==> config.mk <==
export PLATFORM = sky130hd
export DESIGN_NAME = spi_slave_cfg
export DESIGN_NICKNAME = d
export VERILOG_FILES = /design/src/rtl/spi_slave_cfg.sv
export SDC_FILE = /design/constraint.sdc
export NUM_CORES = 1
export LEC_CHECK = 0
export CAP_MARGIN = 20
export CORE_MARGIN = 4
export CORE_UTILIZATION = 52
export DETAILED_ROUTE_END_ITERATION = 6
export HOLD_SLACK_MARGIN = 0.02
export PLACE_DENSITY = 0.74
export SETUP_SLACK_MARGIN = 0.2
export SLEW_MARGIN = 20
export SYNTH_ARGS = -nofsm -noshare
export SYNTH_HDL_FRONTEND = slang
export SYNTH_SLANG_ARGS = --single-unit
==> constraint.sdc <==
create_clock -name clk_i -period 1.9 [get_ports clk_i]
set_clock_uncertainty 0.05 [all_clocks]
set_input_delay 0.38 -clock clk_i [delete_from_list [all_inputs] [get_ports clk_i]]
set_output_delay 0.38 -clock clk_i [all_outputs]
set_load 0.005 [all_outputs]
==> src/rtl/spi_slave_cfg.sv <==
// spi_slave_cfg: SPI slave with configurable word width, CPOL/CPHA mode and
// bit order. All SPI pins are oversampled in the clk_i domain. A single-word
// ready/valid holding register feeds the transmit shifter; underrun and
// frame-abort conditions are reported as one-cycle status pulses.
//
// Transmit handshake: a word on tx_data_i is accepted in a cycle where both
// tx_vld_i and tx_rdy_o are high; tx_rdy_o is high whenever the holding
// register is empty. There is no receive backpressure: rx_vld_o is a single
// cycle pulse and rx_data_o holds the word until the next one completes.
module spi_slave_cfg #(
    parameter int DATA_WIDTH  = 8,
    parameter int CPOL        = 0,
    parameter int CPHA        = 0,
    parameter int MSB_FIRST   = 1,
    parameter int SYNC_STAGES = 2
) (
    input  logic                  clk_i,
    input  logic                  rst_i,
    input  logic                  spi_sclk_i,
    input  logic                  spi_mosi_i,
    input  logic                  spi_cs_n_i,
    output logic                  spi_miso_o,
    input  logic [DATA_WIDTH-1:0] tx_data_i,
    input  logic                  tx_vld_i,
    output logic                  tx_rdy_o,
    output logic [DATA_WIDTH-1:0] rx_data_o,
    output logic                  rx_vld_o,
    output logic                  tx_udr_o,
    output logic                  frm_err_o
);

    localparam int              CNT_W     = $clog2(DATA_WIDTH);
    localparam logic            SCLK_IDLE = (CPOL != 0);
    localparam logic [CNT_W-1:0] LAST_BIT = CNT_W'(DATA_WIDTH - 1);

    // Synchroniser chains and edge-detect history
    logic [SYNC_STAGES-1:0] sclk_sync_q, sclk_sync_d;
    logic [SYNC_STAGES-1:0] mosi_sync_q, mosi_sync_d;
    logic [SYNC_STAGES-1:0] cs_sync_q,   cs_sync_d;
    logic                   sclk_prev_q, sclk_prev_d;
    logic                   cs_prev_q,   cs_prev_d;

    // Receive path
    logic [CNT_W-1:0]      bit_cnt_q,  bit_cnt_d;
    logic [DATA_WIDTH-1:0] rx_shift_q, rx_shift_d;
    logic [DATA_WIDTH-1:0] rx_data_q,  rx_data_d;
    logic                  rx_vld_q,   rx_vld_d;

    // Transmit path
    logic [DATA_WIDTH-1:0] tx_shift_q, tx_shift_d;
    logic [DATA_WIDTH-1:0] hold_q,     hold_d;
    logic                  full_q,     full_d;
    logic                  first_q,    first_d;     // CPHA=1: next shift edge presents, not shifts
    logic                  load_pend_q, load_pend_d; // CPHA=0: next shift edge loads a new word
    logic                  tx_udr_q,   tx_udr_d;
    logic                  frm_err_q,  frm_err_d;
    logic                  miso_q,     miso_d;

    // Synchronised pin views and decoded events
    logic sclk_s, mosi_s, cs_s;
    logic sclk_rise, sclk_fall, lead_edge, trail_edge;
    logic sample_edge, shift_edge;
    logic cs_fall, cs_rise, last_sample;
    logic do_load, do_shift;
    logic [DATA_WIDTH-1:0] rx_next, tx_shifted;

    assign sclk_s = sclk_sync_q[SYNC_STAGES-1];
    assign mosi_s = mosi_sync_q[SYNC_STAGES-1];
    assign cs_s   = cs_sync_q[SYNC_STAGES-1];

    assign sclk_rise  = sclk_s & ~sclk_prev_q;
    assign sclk_fall  = ~sclk_s & sclk_prev_q;
    assign lead_edge  = (CPOL != 0) ? sclk_fall : sclk_rise;
    assign trail_edge = (CPOL != 0) ? sclk_rise : sclk_fall;

    // SCLK edges only count while chip select is active; a CS rise in the
    // same cycle as an edge therefore wins automatically.
    assign sample_edge = ~cs_s & ((CPHA != 0) ? trail_edge : lead_edge);
    assign shift_edge  = ~cs_s & ((CPHA != 0) ? lead_edge : trail_edge);

    assign cs_fall     = ~cs_s & cs_prev_q;
    assign cs_rise     = cs_s & ~cs_prev_q;
    assign last_sample = sample_edge & (bit_cnt_q == LAST_BIT);

    assign do_load  = cs_fall |
                      ((CPHA != 0) ? last_sample : (shift_edge & load_pend_q));
    assign do_shift = shift_edge & ~do_load & ((CPHA != 0) ? ~first_q : 1'b1);

    // Shifted versions of the receive and transmit registers for the chosen bit order
    always_comb begin
        rx_next    = rx_shift_q;
        tx_shifted = tx_shift_q;
        if (MSB_FIRST != 0) begin
            rx_next    = {rx_shift_q[DATA_WIDTH-2:0], mosi_s};
            tx_shifted = {tx_shift_q[DATA_WIDTH-2:0], 1'b0};
        end else begin
            rx_next    = {mosi_s, rx_shift_q[DATA_WIDTH-1:1]};
            tx_shifted = {1'b0, tx_shift_q[DATA_WIDTH-1:1]};
        end
    end

    // Next-state logic for synchronisers, receive, transmit and status pulses
    always_comb begin
        sclk_sync_d = {sclk_sync_q[SYNC_STAGES-2:0], spi_sclk_i};
        mosi_sync_d = {mosi_sync_q[SYNC_STAGES-2:0], spi_mosi_i};
        cs_sync_d   = {cs_sync_q[SYNC_STAGES-2:0], spi_cs_n_i};
        sclk_prev_d = sclk_s;
        cs_prev_d   = cs_s;

        bit_cnt_d   = bit_cnt_q;
        rx_shift_d  = rx_shift_q;
        rx_data_d   = rx_data_q;
        rx_vld_d    = 1'b0;
        tx_shift_d  = tx_shift_q;
        hold_d      = hold_q;
        full_d      = full_q;
        first_d     = first_q;
        load_pend_d = load_pend_q;
        tx_udr_d    = 1'b0;
        frm_err_d   = 1'b0;

        // Receive: idle while deselected, otherwise shift in on sample edges
        if (cs_s) begin
            bit_cnt_d   = '0;
            load_pend_d = 1'b0;
            if (cs_rise && (bit_cnt_q != '0)) begin
                frm_err_d = 1'b1;
            end
        end else if (sample_edge) begin
            rx_shift_d = rx_next;
            if (bit_cnt_q == LAST_BIT) begin
                bit_cnt_d = '0;
                rx_data_d = rx_next;
                rx_vld_d  = 1'b1;
                if (CPHA == 0) begin
                    load_pend_d = 1'b1;
                end
            end else begin
                bit_cnt_d = bit_cnt_q + CNT_W'(1);
            end
        end

        // Transmit: load from the holding register at word boundaries, else shift
        if (do_load) begin
            first_d     = 1'b1;
            load_pend_d = 1'b0;
            if (full_q) begin
                tx_shift_d = hold_q;
                full_d     = 1'b0;
            end else begin
                tx_shift_d = '0;
                tx_udr_d   = 1'b1;
            end
        end else if (shift_edge) begin
            first_d = 1'b0;
            if (do_shift) begin
                tx_shift_d = tx_shifted;
            end
        end

        // Holding register accept; a same-cycle load above saw the old state
        if (tx_vld_i && !full_q) begin
            hold_d = tx_data_i;
            full_d = 1'b1;
        end

        // MISO follows next-cycle CS and shifter state so it stays registered
        if (MSB_FIRST != 0) begin
            miso_d = ~cs_sync_q[SYNC_STAGES-2] & tx_shift_d[DATA_WIDTH-1];
        end else begin
            miso_d = ~cs_sync_q[SYNC_STAGES-2] & tx_shift_d[0];
        end
    end

    // State registers; synchronisers reset to idle pin levels so that
    // leaving reset never fabricates an SCLK or CS edge
    always_ff @(posedge clk_i) begin
        if (rst_i) begin
            sclk_sync_q <= {SYNC_STAGES{SCLK_IDLE}};
            mosi_sync_q <= '0;
            cs_sync_q   <= '1;
            sclk_prev_q <= SCLK_IDLE;
            cs_prev_q   <= 1'b1;
            bit_cnt_q   <= '0;
            rx_shift_q  <= '0;
            rx_data_q   <= '0;
            rx_vld_q    <= 1'b0;
            tx_shift_q  <= '0;
            hold_q      <= '0;
            full_q      <= 1'b0;
            first_q     <= 1'b0;
            load_pend_q <= 1'b0;
            tx_udr_q    <= 1'b0;
            frm_err_q   <= 1'b0;
            miso_q      <= 1'b0;
        end else begin
            sclk_sync_q <= sclk_sync_d;
            mosi_sync_q <= mosi_sync_d;
            cs_sync_q   <= cs_sync_d;
            sclk_prev_q <= sclk_prev_d;
            cs_prev_q   <= cs_prev_d;
            bit_cnt_q   <= bit_cnt_d;
            rx_shift_q  <= rx_shift_d;
            rx_data_q   <= rx_data_d;
            rx_vld_q    <= rx_vld_d;
            tx_shift_q  <= tx_shift_d;
            hold_q      <= hold_d;
            full_q      <= full_d;
            first_q     <= first_d;
            load_pend_q <= load_pend_d;
            tx_udr_q    <= tx_udr_d;
            frm_err_q   <= frm_err_d;
            miso_q      <= miso_d;
        end
    end

    assign spi_miso_o = miso_q;
    assign tx_rdy_o   = ~full_q;
    assign rx_data_o  = rx_data_q;
    assign rx_vld_o   = rx_vld_q;
    assign tx_udr_o   = tx_udr_q;
    assign frm_err_o  = frm_err_q;

endmodule

## Word level (Yosys, flattened, before mapping)

Index checks and enable logic that the tools add are counted.

- Bits in registers: 48
- Bits in latches: 0
- Memories: 0
- ROM bits: 0
- Logic and storage cells: 63
- Output and inout port bits: 13
- Bits in writable memories: 0
- Bits of input ports: 14

- Equal/unequal tests: 1
- Bitwise operators: 18
- Div/mod/pow operators: 0
- Add/sub/neg operators: 1
- Multipliers: 0
- Reductions and logical operators: 16
- Multiplexer cells: 10
- Magnitude comparators: 0
- Shift-type cells: 0

Operator list:

| cell | count |
|---|---|
| $mux W8 | 4 |
| $and A1 B1 Y1 | 9 |
| $not A1 Y1 | 8 |
| $reduce_and A2 Y1 | 3 |
| $reduce_bool A2 Y1 | 3 |
| $reduce_or A2 Y1 | 3 |
| $reduce_or A3 Y1 | 2 |
| $mux W1 | 5 |
| $add A3 B1 Y3 const B | 1 |
| $eq A3 B3 Y1 const B | 1 |
| $mux W3 | 1 |
| $reduce_and A3 Y1 | 1 |
| $reduce_bool A3 Y1 | 1 |
| $logic_and A1 B1 Y1 | 2 |
| $logic_not A1 Y1 | 1 |
| $or A1 B1 Y1 | 1 |

## Depth between registers and ports, before layout

- Depth after elaboration: 11
- Gate-level depth with buffers: 7
- Gate-level depth less buffers: 6

## Worst setup path after synthesis

OpenSTA, ideal clock, no wires.

- Kind: register to register
- Start: reg cs_sync_q[1]
- End: reg tx_shift_q[6]
- Setup time: 0.128 ns
- Buffers on the path: 1
- Data arrival time: 1.139 ns
- Required time: 1.722 ns
- Path slack: 0.583 ns
- Period minus slack after synthesis: 1.317 ns
- Cell stages (with the launch flop): 6
- Cell sequence: dfxtp_1 > nor3_1 > and2_4 > buf_6 > a222oi_1 > nor2_1

- Longest elaborated chain between the ends: 8
- Elaborated cells between the ends (all ways): 11
- Those cells by class: 1 x mux; 7 x bitwise; 3 x reduce/logical

RTL lines:

| element | RTL line | RTL |
|---|---|---|
| start: declaration | 39 | `logic [SYNC_STAGES-1:0] cs_sync_q, cs_sync_d;` |
| start signal: assignment | 199 | `cs_sync_q <= cs_sync_d;` |
| $not A1 Y1 (no line) * | n/a |  |
| $and A1 B1 Y1 | 79 | `assign shift_edge = ~cs_s & ((CPHA != 0) ? lead_edge : trail_edge);` |
| $and A1 B1 Y1 | 86 | `((CPHA != 0) ? last_sample : (shift_edge & load_pend_q));` |
| $or A1 B1 Y1 | 85 | `assign do_load = cs_fall \|` |
| $not A1 Y1 (no line) | n/a |  |
| $and A1 B1 Y1 | 87 | `assign do_shift = shift_edge & ~do_load & ((CPHA != 0) ? ~first_q : 1'b1);` |
| $reduce_bool A2 Y1 (no line) | n/a |  |
| $reduce_and A2 Y1 (no line) | n/a |  |
| end signal: assignment | 206 | `tx_shift_q <= tx_shift_d;` |
| end: declaration | 50 | `logic [DATA_WIDTH-1:0] tx_shift_q, tx_shift_d;` |

Mark *: on every way between the ends. The rest lies on a longest branch, timed or not.
A chain may end at the register's enable or synchronous reset.

## Worst setup path in the final report

- Start: reg rx_data_q[6] (netlist: rx_data_o[6])
- End: out rx_data_o[6]

RTL lines:

| element | RTL line | RTL |
|---|---|---|
| start: declaration | 46 | `logic [DATA_WIDTH-1:0] rx_data_q, rx_data_d;` |
| start signal: assignment | 204 | `rx_data_q <= rx_data_d;` |
| end: declaration | 26 | `output logic [DATA_WIDTH-1:0] rx_data_o,` |

No word-level cell between the ends.

==> flow_summary.yaml <==
cts:
  ctsLongestPathBuffers: 2
  clock_sinks: 48
  clockRootBuffer: "clkbuf_4"
  cts_buffers: 5
  clk_pin_slew_ns: 0.15
  h-tree-depth: 2
  clkLatencyLatePin_ns: 0.37
  cts_tree: "yes"
layout:
  syn_to_final_growth_pct: 24.7
  fin_nets: 223
  antenna_cells: 0
  layout-drive-gt1-share_pct: 16.4
  final_cell_area_sq_mm: 0.00219
route:
  routed_wirelength_um: 3480
  remaining_drc_errors: 0
  vias_per_cell: 5.18
  first_iter_violations: 80
  dr.pass1.iters: 5
  antenna_left: 0
  wl_per_cell_um: 13.8
  dr_total_vias: 1299
synthesis:
  synth_flop_cell: "dfxtp_1"
  synth_area_sq_mm: 0.00176
  synth-seq-area-share_pct: 54.6
  synth_edf_count: 0
  synth_area_per_cell_sq_um: 10.0
  synth.area.top_cells: "dfxtp_1, mux2i_1, nor2_1"
  yosysUniqueCellTypes: 29
  synth_top_area_cell: "dfxtp_1"
  yosys_warnings: 0
  synth_top_area_share_pct: 54.6
  synthesis.instances: 176
  async_flop_share_pct: 0
  syn_nets: 193
  synth-seq-cells: 48
floorplan:
  die_w_um: 66.2
  initial_core_util_pct: 55.8
  coreArea_sq_mm: 0.00315
  die_area_sq_mm: 0.00438
  die_h_um: 66.2
  num_rows: 20
  io_pins: 27
placement:
  gp_congestion: 0.757
  dpl_cell_area_sq_mm: 0.00207
  hpwl_um: 2360
  io_buffers: 26
hold_path:
  hold_class: "reg -> reg"
  hold_end: "mosi_sync_q[1]"
  holdCritStartpoint: "mosi_sync_q[0]"
  holdPathStages: 1
sta:
  hold_viol: 0
  maxSlewViolCount: 0
  timing.fmax_mhz: 611
  final-setup-viol-count: 0
  tns_ns: 0
  slew_headroom_pct: 68.6
  tightest_slew_ns: 0.470
  fin_crit_ns: 1.64
  rsz0062_at_grt: "no"
  finalCritPeriodShare_pct: 86.2
worst_setup_path:
  crit_family: "buffers and inverters"
  startpoint_type: "flip-flop"
  reg2reg_depth: 7
  r2r-start: "bit_cnt_q[0]"
  cp_max_fo: 2
  worst_ep_required_time_ns: 1.47
  crit_chain: "clkdlybuf4s50_1"
  arrival_ns: 1.21
  cp_slowest_cell: "clkdlybuf4s50_1"
  endpoint_kind: "output port"
  critical_path_class: "reg -> out"
  reg2reg_slack_ns: 0.35
  rr_endpoint: "load_pend_q"
  max_stage_delay_ns: 0.50
  path_buf_inv: 1
power:
  pwr_density_cell_mw_per_mm2: 803
  p_leak_nw: 0.947
  peakVddDrop_v: 0.000606
  power_mw: 1.76
flow_run:
  drv_cap: 0
global_routing:
  grt_pass1_vias: 1296
  antenna_found_initial: 0
  grt_max_degree: 34
  grtUsageTotal_pct: 17.2
  grt.overflow.total: 0
  grt_pass1_wl_um: 5660
run_status:
  status: "finished, final reports clean"
## Yosys cell counts, types with 2 or more instances
library cell,number
buf_2,2
a222oi_1,5
nor2_1,32
dfxtp_1,48
a22oi_1,2
nor3_1,3
ha_1,3
inv_1,4
clkbuf_1,5
mux2i_1,16
nand2_1,17
or2_2,2
a21oi_1,12
buf_4,2
nor2b_1,9
## final cells by class
class | instances | area (sq um)
fillers | 267 | 958
flip-flops and latches | 48 | 972
clock inverters | 3 | 46.3
repair buffers | 33 | 339
well taps | 44 | 55.1
inverters | 4 | 15.0
clock buffers | 5 | 37.5
multi-input cells | 114 | 729
## power by group
group	internal [mW]	switching, mW	leakage, nW
clock network	0.281	0.334	0.0418
logic	0.0591	0.0452	0.511
registers	1.03	0.0141	0.394
total	1.37	0.393	0.947
## worst reg2reg max path, cell delays in order (launching register included)
cell and delay (ns):
dfxtp_1 0.38, ha_1 0.16, ha_1 0.19, nand4bb_1 0.12
buf_4 0.19, nor2_1 0.09, a21oi_1 0.05, nor3_1 0.23
## per-layer routing
metal	part of all wire (%)	vias to the layer above	track usage, %
met4	2.1	0	8.63
met5	0	-	0
met1	44	609	19.1
met2	50	31	30.1
met3	3.8	8	4.42
li1	-	651	-
## cells in the final DEF (no fill, tap or decap), drive strengths merged, types with 2 or more instances in the layout
master	Yosys	routed
a211oi	2	2
a21oi	12	12
a222oi	5	5
a22oi	2	2
and2	2	2
buf	5	7
clkbuf	5	5
clkdlybuf4s50	0	19
dfxtp	48	48
dlymetal6s2s	0	6
ha	3	3
inv	4	5
mux2i	16	16
nand2	17	17
nor2	32	32
nor2b	9	9
nor3	3	3
or2	3	3
## state kept, by name (all words and copies together) (netlist names)
signal and count:
rx_data_o 8, spi_miso_o 1, bit_cnt_q 3, sclk_prev_q 1
sclk_sync_q 2, tx_udr_o 1, rx_vld_o 1, hold_q 8
frm_err_o 1, mosi_sync_q 2, cs_sync_q 2, rx_shift_q 7
full_q 1, load_pend_q 1, cs_prev_q 1, tx_shift_q 8
## worst max path at each step
stage	from	to	depth (start not counted)
after global routing	bit_cnt_q[0]	load_pend_q	7
after global placement	tx_vld_i	hold_q[3]	5
after floorplan	cs_sync_q[1]	tx_shift_q[6]	5
final	rx_data_o[6]	rx_data_o[6]	1
after detailed placement	tx_vld_i	hold_q[4]	5
after CTS	rx_data_o[7]	rx_data_o[7]	1
## through the flow
stage          hold slack, ns  setup WS [ns]  instances  util [%]
6_report                0.408          0.262        251      69.6
5_1_grt                 0.425          0.214        251      69.6
4_1_cts                 0.409          0.206        250      68.6
3_5_place_dp            0.362          0.256        241      65.7
3_3_place_gp            0.369          0.287        241      65.7
2_1_floorplan           0.353          0.583        176         -
## cell families after synthesis
family | after synthesis | synth area share (%)
fa+ha+maj | 3 | 2.13
flops | 48 | 54.6
simple gates | 72 | 20.2
buf+inv | 14 | 3.98
mux | 16 | 9.10
compound gates | 23 | 10.0
## timing repair
| action | CTS | global route |
|---|---|---|
| setup endpoints to repair | 1 | 8 |
| resized for setup | 3 | 14 |
| buffers inserted | 1 | 1 |
| hold buffers | 0 | 0 |
| pin swaps | 0 | 0 |
(Power assumes the default switching activity.)
